==> src/rtl/ptr_gen_encode_pkg.sv <==
// Shared constants for the pointer generator and its Hamming encoder:
// widths, parity-group masks, data-to-code index map and reset codeword.
package ptr_gen_encode_pkg;

  localparam int PTR_DATA_W = 10;
  localparam int PTR_ENC_W  = 14;

  // Each mask lists the data positions that its parity bit covers.
  localparam logic [PTR_ENC_W-1:0] MASK_P0 = 14'h1554; // {2,4,6,8,10,12}
  localparam logic [PTR_ENC_W-1:0] MASK_P1 = 14'h2664; // {2,5,6,9,10,13}
  localparam logic [PTR_ENC_W-1:0] MASK_P3 = 14'h3870; // {4,5,6,11,12,13}
  localparam logic [PTR_ENC_W-1:0] MASK_P7 = 14'h3F00; // {8..13}

  // Element i gives the code index holding data bit d[i].
  localparam logic [PTR_DATA_W-1:0][3:0] DATA_IDX = {
    4'd13, 4'd12, 4'd11, 4'd10, 4'd9, 4'd8, 4'd6, 4'd5, 4'd4, 4'd2
  };

  localparam logic [PTR_ENC_W-1:0] ENC_RST = 14'h3F74;

endpackage

==> src/rtl/ptr_gen_encode_if.sv <==
// Handshake bundle for ptr_gen_encode. Error-injection inputs exist only
// when PTR_ERR_INJECT_EN is defined.
interface ptr_gen_encode_if
  import ptr_gen_encode_pkg::*;
  ();

  logic                  inc;
  logic                  clr;
  logic [PTR_DATA_W-1:0] ptr_bin;
  logic                  wrap_flag;
  logic [PTR_ENC_W-1:0]  enc_ptr;
  logic                  enc_upd;
`ifdef PTR_ERR_INJECT_EN
  logic                  inj_req;
  logic [3:0]            inj_idx;
`endif

  modport master (
    output inc, clr,
`ifdef PTR_ERR_INJECT_EN
    output inj_req, inj_idx,
`endif
    input  ptr_bin, wrap_flag, enc_ptr, enc_upd
  );

  modport slave (
    input  inc, clr,
`ifdef PTR_ERR_INJECT_EN
    input  inj_req, inj_idx,
`endif
    output ptr_bin, wrap_flag, enc_ptr, enc_upd
  );

endinterface

==> src/rtl/ptr_gen_encode_encode.sv <==
// Combinational Hamming(14,10) encoder: data bits stored inverted,
// even parity at indices 0, 1, 3, 7 computed over the stored bits.
module ptr_encode
  import ptr_gen_encode_pkg::*;
  (
  input  logic [PTR_DATA_W-1:0] data_i,
  output logic [PTR_ENC_W-1:0]  code_o
);

  logic [PTR_ENC_W-1:0] data_pos;

  always_comb begin
    data_pos = '0;
    for (int i = 0; i < PTR_DATA_W; i++) begin
      data_pos[DATA_IDX[i]] = ~data_i[i];
    end
  end

  always_comb begin
    code_o    = data_pos;
    code_o[0] = ^(data_pos & MASK_P0);
    code_o[1] = ^(data_pos & MASK_P1);
    code_o[3] = ^(data_pos & MASK_P3);
    code_o[7] = ^(data_pos & MASK_P7);
  end

endmodule

==> src/rtl/ptr_gen_encode.sv <==
// Wrapping pointer counter with a registered Hamming-protected copy.
// Optional PTR_ERR_INJECT_EN adds a one-cycle single-bit fault injector.
module ptr_gen_encode
  import ptr_gen_encode_pkg::*;
  #(
  parameter int DEPTH = 1024
) (
  input  logic             clk,
  input  logic             rst,
  ptr_gen_encode_if.slave  bus
);

  localparam int unsigned           LAST_I = DEPTH - 1;
  localparam logic [PTR_DATA_W-1:0] LAST   = LAST_I[PTR_DATA_W-1:0];

  logic [PTR_DATA_W-1:0] ptr_q, ptr_d;
  logic                  wrap_q, wrap_d;
  logic [PTR_ENC_W-1:0]  enc_q, enc_d;
  logic                  upd_q;

  always_comb begin
    ptr_d  = ptr_q;
    wrap_d = wrap_q;
    if (bus.clr) begin
      ptr_d = '0;
    end else if (bus.inc) begin
      if (ptr_q == LAST) begin
        ptr_d  = '0;
        wrap_d = ~wrap_q;
      end else begin
        ptr_d = ptr_q + PTR_DATA_W'(1);
      end
    end
  end

  // Encoding the next-state value keeps enc_q aligned with ptr_q.
  ptr_encode u_encode (
    .data_i (ptr_d),
    .code_o (enc_d)
  );

  always_ff @(posedge clk) begin
    if (rst) begin
      ptr_q  <= '0;
      wrap_q <= 1'b0;
      enc_q  <= ENC_RST;
      upd_q  <= 1'b0;
    end else begin
      ptr_q  <= ptr_d;
      wrap_q <= wrap_d;
      enc_q  <= enc_d;
      upd_q  <= (ptr_d != ptr_q);
    end
  end

`ifdef PTR_ERR_INJECT_EN
  logic [PTR_ENC_W-1:0] inj_mask_q;

  function automatic logic [PTR_ENC_W-1:0] inj_mask(input logic req,
                                                    input logic [3:0] idx);
    logic [PTR_ENC_W-1:0] m;
    m = '0;
    if (req && (idx != 4'd0) && (idx != 4'd15)) begin
      m[idx - 4'd1] = 1'b1;
    end
    return m;
  endfunction

  // The mask lives one cycle only; the clean codeword is never altered.
  always_ff @(posedge clk) begin
    if (rst) begin
      inj_mask_q <= '0;
    end else begin
      inj_mask_q <= inj_mask(bus.inj_req, bus.inj_idx);
    end
  end

  assign bus.enc_ptr = enc_q ^ inj_mask_q;
`else
  assign bus.enc_ptr = enc_q;
`endif

  assign bus.ptr_bin   = ptr_q;
  assign bus.wrap_flag = wrap_q;
  assign bus.enc_upd   = upd_q;

endmodule

==> src/flat_wrapper.sv <==
// flat-port wrapper written by rule: the top's interface ports become plain ports
module ptr_gen_encode_flat import ptr_gen_encode_pkg::*;
#(
  parameter int DEPTH = 1024
)
  (clk, rst, bus_inc, bus_clr, bus_ptr_bin, bus_wrap_flag, bus_enc_ptr, bus_enc_upd);
  ptr_gen_encode_if bus_i ();
  input  logic clk;
  input  logic rst;
  input wire logic [$bits(bus_i.inc)-1:0] bus_inc;
  input wire logic [$bits(bus_i.clr)-1:0] bus_clr;
  output wire logic [$bits(bus_i.ptr_bin)-1:0] bus_ptr_bin;
  output wire logic [$bits(bus_i.wrap_flag)-1:0] bus_wrap_flag;
  output wire logic [$bits(bus_i.enc_ptr)-1:0] bus_enc_ptr;
  output wire logic [$bits(bus_i.enc_upd)-1:0] bus_enc_upd;
  assign bus_i.inc = bus_inc;
  assign bus_i.clr = bus_clr;
  assign bus_ptr_bin = bus_i.ptr_bin;
  assign bus_wrap_flag = bus_i.wrap_flag;
  assign bus_enc_ptr = bus_i.enc_ptr;
  assign bus_enc_upd = bus_i.enc_upd;
  ptr_gen_encode #(.DEPTH(DEPTH)) u_core (.clk(clk), .rst(rst), .bus(bus_i));
endmodule
==> config.mk <==
export PLATFORM = sky130hd
export DESIGN_NAME = ptr_gen_encode_flat
export DESIGN_NICKNAME = d
export VERILOG_FILES = /design/src/rtl/ptr_gen_encode_pkg.sv /design/src/rtl/ptr_gen_encode_if.sv /design/src/rtl/ptr_gen_encode_encode.sv /design/src/rtl/ptr_gen_encode.sv /design/src/flat_wrapper.sv
export SDC_FILE = /design/constraint.sdc
export NUM_CORES = 1
export LEC_CHECK = 0
export CAP_MARGIN = 15
export CORE_MARGIN = 5
export CORE_UTILIZATION = 44
export CTS_CLUSTER_SIZE = 10
export DETAILED_ROUTE_END_ITERATION = 8
export PLACE_DENSITY = 0.8
export SLEW_MARGIN = 20
export SYNTH_ARGS = -nofsm -noshare
export SYNTH_HDL_FRONTEND = slang
export SYNTH_HIERARCHICAL = 1
export SYNTH_SLANG_ARGS = --single-unit
==> constraint.sdc <==
create_clock -name clk -period 2.7 [get_ports clk]
set_input_delay 0.81 -clock clk [delete_from_list [all_inputs] [get_ports clk]]
set_output_delay 0.81 -clock clk [all_outputs]
set_load 0.005 [all_outputs]
==> results.tsv, run 1 <==
metric	value	unit
critPathMaxFanout	5	
syn_nets	141	
netSwitchingFraction	21.7	%
cts_htree_levels	1	
skew	0.00197	ns
fin_area	0.00183	mm²
p_sw	0.141	mW
antenna_left	0	
outcome	finished, final reports clean	
vias_per_cell	5.24	
synth_cells	136	
place_hpwl	2.30	mm
layout_min_cycle_time	2.59	ns
drt_iter0_markers	26	
path_clk_slew	0.13	ns
ys_seq_elements	26	
post_dp_cell_area	0.00176	mm²
pin_count	30	
p_leak	0.697	nW
fin_crit_sh	96.1	%
setup_viol	0	
clk_latency	0.31	ns
area_delta_synth_final	42.8	%
arrival	2.82	ns
drt-pass1-iter-count	4	
timing.fmax	386	MHz
power.share.clock	30.0	%
final_cell_mix	clkdlybuf4s50_1 (28), dfxtp_1 (26), buf_4 (25), inv_1 (11), nor2_1 (11)	
cts_tree	done	
endpoint_kind	flip-flop	
intPower	0.506	mW
ir_drop	0.242	mV
crit_type	input pin to flip-flop	
clockRootBuffer	clkbuf_4	
tns	0	ns
die_area	0.00410	mm²
cts.sinks	26	
mostFrequentLayoutCell	clkdlybuf4s50_1	
fp.dieW	64.0	µm
syn_area	0.00128	mm²
n_antenna_cell	0	
finalHoldViolCount	0	
io_buffers	29	
relSlewSlack	67.8	%
drc_errors	0	
final-instance-count-excl-fill	219	
synth.distinct_cells	34	
holdCritPathClass	flip-flop to flip-flop	
grtUsageTotal	15.8	%
initial_utilization	46.2	%
fin_nets	194	
grt_max_degree	18	
p_seq_share	60.4	%
grt_pass1_vias	1110	
powerDensity	353	mW/mm²
seq_area_frac_synth	40.5	%
avgSynthCellArea	9.44	µm²
die-height	64.0	µm
synth_warnings	6	
grt_antenna_before_repair	0	
slew_viol_final	0	
dr_total_vias	1147	
rsz0062_at_grt	false	
grt_pass1_wl	5.22	mm
gp_congestion	0.889	
cp_data_required_time	2.93	ns
tightest_slew	0.481	ns
rows	19	
cts_buffers	3	
routed_wl	3.01	mm
power_frac_comb	9.6	%
drv_cap	0	
grt_overflow	0	
final_layout_size_suffix_gt1_share	25.5	%
coreArea	0.00278	mm²
holdBufCountCts	0	
dp_cells	212	
clockBufferDepth	2	
start_kind	input pin	
routedWlPerCell	13.8	µm
-- synth_stat cells --
library cell	number	area (µm²)
a21boi_1	1	7.51
a21oi_1	6	30.0
a311oi_1	1	8.76
buf_2	2	10.0
buf_4	1	7.51
clkbuf_1	3	11.3
dfxtp_1	26	521
ha_1	1	12.5
inv_1	11	41.3
mux2_2	1	11.3
mux2i_1	2	20.0
nand2_1	4	15.0
nand2_2	1	6.26
nand3_1	4	20.0
nand4_1	3	18.8
nor2_1	11	41.3
nor2b_1	6	37.5
nor3_1	4	20.0
nor4_1	2	12.5
nor4_2	1	12.5
o2111ai_1	1	8.76
o211ai_1	3	22.5
o21ai_0	3	15.0
o311ai_2	1	16.3
o31ai_1	2	15.0
o31ai_2	2	25.0
or2_2	10	62.6
or3_1	4	25.0
or4_1	2	15.0
or4_4	1	11.3
xnor2_1	8	70.1
xnor2_2	1	16.3
xnor3_1	4	90.1
xor2_1	3	26.3
-- flip-flops by register name, summed over array words and instances, names as in the netlist --
signal,flops
u_core/bus.enc_upd,1
u_core/bus.wrap_flag,1
u_core/bus.enc_ptr,14
u_core/bus.ptr_bin,10
-- final cells by class --
class | instances | area (µm²)
inverters | 11 | 41.3
flip-flops and latches | 26 | 520
fillers | 218 | 948
multi-input cells | 93 | 719
clock buffers | 4 | 36.3
repair buffers | 54 | 477
well taps | 31 | 38.8
-- worst paths after layout --
kind,start,endpoint,slack (ns),cells past startpoint
setup reg to reg,u_core/bus.ptr_bin[2],u_core/bus.enc_ptr[3],0.27,7
setup / recovery,bus_inc,u_core/bus.enc_ptr[3],0.11,10
hold reg to reg,u_core/bus.ptr_bin[8],u_core/bus.ptr_bin[8],0.60,2
hold / removal,u_core/bus.ptr_bin[8],u_core/bus.ptr_bin[8],0.60,2
-- stage by stage --
| stage | hold slack [ns] | power [mW] | worst slack, ns | util (%) |
|---|---|---|---|---|
| floorplan | 0.516 | 0.429 | 0.0113 | - |
| global placement | 0.547 | 0.460 | -0.421 | 63.2 |
| detailed placement | 0.573 | 0.461 | -0.479 | 63.2 |
| CTS | 0.588 | 0.655 | 0.158 | 65.9 |
| global route | 0.639 | 0.679 | 0.0144 | 65.9 |
| finish | 0.596 | 0.647 | 0.106 | 65.9 |
-- critical path: stages --
cell           delay [ns]
dlygate4sd2_1        0.26
nand4_1              0.22
buf_4                0.21
o31ai_2              0.22
buf_4                0.17
a21oi_1              0.06
buf_4                0.18
xnor2_4              0.15
xnor3_1              0.40
nor2b_1              0.13
-- kinds of logic after synthesis --
logic type / synth area share (%)
flip-flops: 40.5
multiplexers: 2.44
adder cells (fa/ha/maj): 0.975
XOR/XNOR: 15.8
AO/OA/AOI/OAI: 11.6
buffers and inverters: 5.46
AND/OR/NAND/NOR: 23.2
-- power groups by stage --
stage / Clock [mW] / Sequential, mW / Combinational, mW
after floorplan: 0 / 0.401 / 0.0283
after global placement: 0 / 0.399 / 0.0609
after detailed placement: 0 / 0.399 / 0.0618
after CTS: 0.203 / 0.391 / 0.0621
after global routing: 0.220 / 0.391 / 0.0681
final: 0.194 / 0.391 / 0.0619
-- timing repair --
item / 4_1_cts / 5_1_grt
endpoints found under the hold margin: 0 / 0
gates resized for setup: 3 / 0
buffers inserted: 3 / 0
endpoints found under the setup margin: 4 / 0
-- per-layer routing --
| metal | GRT usage (%) | part of all wire, % |
|---|---|---|
| met5 | 0 | 0 |
| met2 | 25.4 | 50 |
| met4 | 6.23 | 0.96 |
| met3 | 3.15 | 5.7 |
| met1 | 20.6 | 43 |
Note: power is estimated with default switching activity, not from simulation.
==> run 2: changes to the inputs <==
--- a/config.mk
+++ b/config.mk
@@ -7,10 +7,10 @@
 export LEC_CHECK = 0
 export CAP_MARGIN = 15
 export CORE_MARGIN = 5
-export CORE_UTILIZATION = 44
+export CORE_UTILIZATION = 27
 export CTS_CLUSTER_SIZE = 10
 export DETAILED_ROUTE_END_ITERATION = 8
-export PLACE_DENSITY = 0.8
+export PLACE_DENSITY = 0.55
 export SLEW_MARGIN = 20
 export SYNTH_ARGS = -nofsm -noshare
 export SYNTH_HDL_FRONTEND = slang
==> run 2 against run 1 <==
Compared with the run above: power is 21% higher; register-to-register slack improved by 0.07 ns; sequential share of layout area fell by 1.8 points; setup slack better by 0.032 ns; clock power rose by 68%; critical path type unchanged.
==> results.tsv, run 2 (same netlist as run 1, synthesis figures left out) <==
metric	value	unit
die-height	79.0	µm
p_sw	0.158	mW
rows	25	
n_antenna_cell	0	
grt_pass1_vias	1221	
critPathMaxFanout	3	
io_buffers	29	
final_layout_size_suffix_gt1_share	29.9	%
cp-startpoint	bus_inc	
antenna_left	0	
min_from	u_core/bus.wrap_flag	
fill_cells	441	
cts.sinks	26	
fin_crit_sh	94.9	%
pin_count	30	
die_area	0.00623	mm²
power_frac_comb	8.2	%
grt_use_met3	2.27	%
area_delta_synth_final	52.2	%
initial_utilization	27.5	%
mostFrequentLayoutCell	buf_4	
finalHoldViolCount	0	
vias_per_cell	4.68	
dr_total_vias	1161	
cp_data_required_time	2.87	ns
timing.fmax	390	MHz
routedWlPerCell	13.2	µm
drt_iter0_markers	91	
cts_tree	done	
grt_max_degree	16	
fp.dieW	79.0	µm
layout_min_cycle_time	2.56	ns
endpoint_kind	flip-flop	
tightest_slew	0.460	ns
final_core_util	41.9	%
arrival	2.74	ns
final_cell_mix	buf_4 (30), clkdlybuf4s50_1 (28), dfxtp_1 (26), inv_1 (11), nor2_1 (11)	
clk_latency	0.27	ns
netSwitchingFraction	20.2	%
coreArea	0.00466	mm²
crit_type	input pin to flip-flop	
powerDensity	399	mW/mm²
cts_htree_levels	1	
clockBufferDepth	2	
clockRootBuffer	clkbuf_8	
ir_drop	0.174	mV
intPower	0.621	mW
power.share.clock	41.7	%
relSlewSlack	69.1	%
routed_wl	3.26	mm
drc_errors	0	
grt_use_met1	12.5	%
path_clk_slew	0.10	ns
r2r_start	u_core/bus.ptr_bin[5]	
start_kind	input pin	
cts_buffers	3	
tns	0	ns
gr-max-usage-layer	met2	
grt_antenna_before_repair	0	
drv_cap	0	
grt_overflow	0	
r2r_slack	0.34	ns
holdCritPathClass	flip-flop to flip-flop	
largest_reg_flops	14	
skew	0.00663	ns
slew_viol_final	0	
drt-pass1-iter-count	4	
fin_nets	200	
grt_pass1_wl	5.65	mm
setup_viol	0	
use_met2	20.9	%
p_leak	0.737	nW
gp_congestion	0.842	
grtUsageTotal	11.4	%
rsz0062_at_grt	false	
place_hpwl	2.53	mm
outcome	finished, final reports clean	
p_seq_share	50.1	%
-- run 2: stage by stage --
stage | area [µm²] | power [mW] | instances | hold WS, ns | worst slack (ns)
3_5_place_dp | 1820 | 0.462 | 239 | 0.566 | -0.504
5_1_grt | 1950 | 0.812 | 248 | 0.648 | 0.00362
4_1_cts | 1950 | 0.785 | 247 | 0.590 | 0.113
6_report | 1950 | 0.779 | 248 | 0.587 | 0.138
3_3_place_gp | 1820 | 0.461 | 239 | 0.547 | -0.506
2_1_floorplan | 1290 | 0.429 | 136 | 0.516 | 0.0113
-- run 2: path summary, 6_finish.rpt --
check | to | depth (start not counted)
setup reg to reg | u_core/bus.enc_ptr[1] | 6
hold reg to reg | u_core/bus.wrap_flag | 2
hold / removal | u_core/bus.wrap_flag | 2
setup / recovery | u_core/bus.enc_ptr[0] | 10
-- run 2: final cells by class --
type | count | area (µm²) | share of cell area [%]
inverter | 11 | 41.3 | 2.11
multi-input combinational | 93 | 727 | 37.2
timing repair buffer | 60 | 527 | 27.0
tap | 54 | 67.6 | 3.46
clock inverter | 1 | 30.0 | 1.54
sequential | 26 | 520 | 26.6
clock buffer | 3 | 41.3 | 2.11
-- run 2: routing by layer --
metal	vias to the layer above	wire length, µm	share of wire (%)
li1	583	-	-
met1	554	1370	42
met2	20	1750	54
met3	4	86	2.6
met4	0	53	1.6
met5	-	0	0
-- run 2: power by group through the flow --
stage / sequential [mW] / combinational, mW / clock [mW]
floorplan: 0.401 / 0.0283 / 0
detailed placement: 0.399 / 0.0629 / 0
CTS: 0.390 / 0.0624 / 0.332
finish: 0.390 / 0.0639 / 0.325
global placement: 0.399 / 0.0622 / 0
global route: 0.391 / 0.0702 / 0.351
-- run 2: worst max-delay path, stage by stage --
cell             delay (ns)
clkdlybuf4s15_1        0.23
nand4_1                0.20
buf_4                  0.20
or3_1                  0.37
a21oi_1                0.16
buf_4                  0.15
xnor2_1                0.15
buf_4                  0.15
xnor3_1                0.19
nor2b_1                0.13
-- run 2: what timing repair did --
item	CTS	global route
gates resized for setup	7	1
hold buffers	0	0
endpoints found under the setup margin	4	3
buffers inserted	4	1
endpoints found under the hold margin	0	0
pin swaps	8	1
cloned	0	0
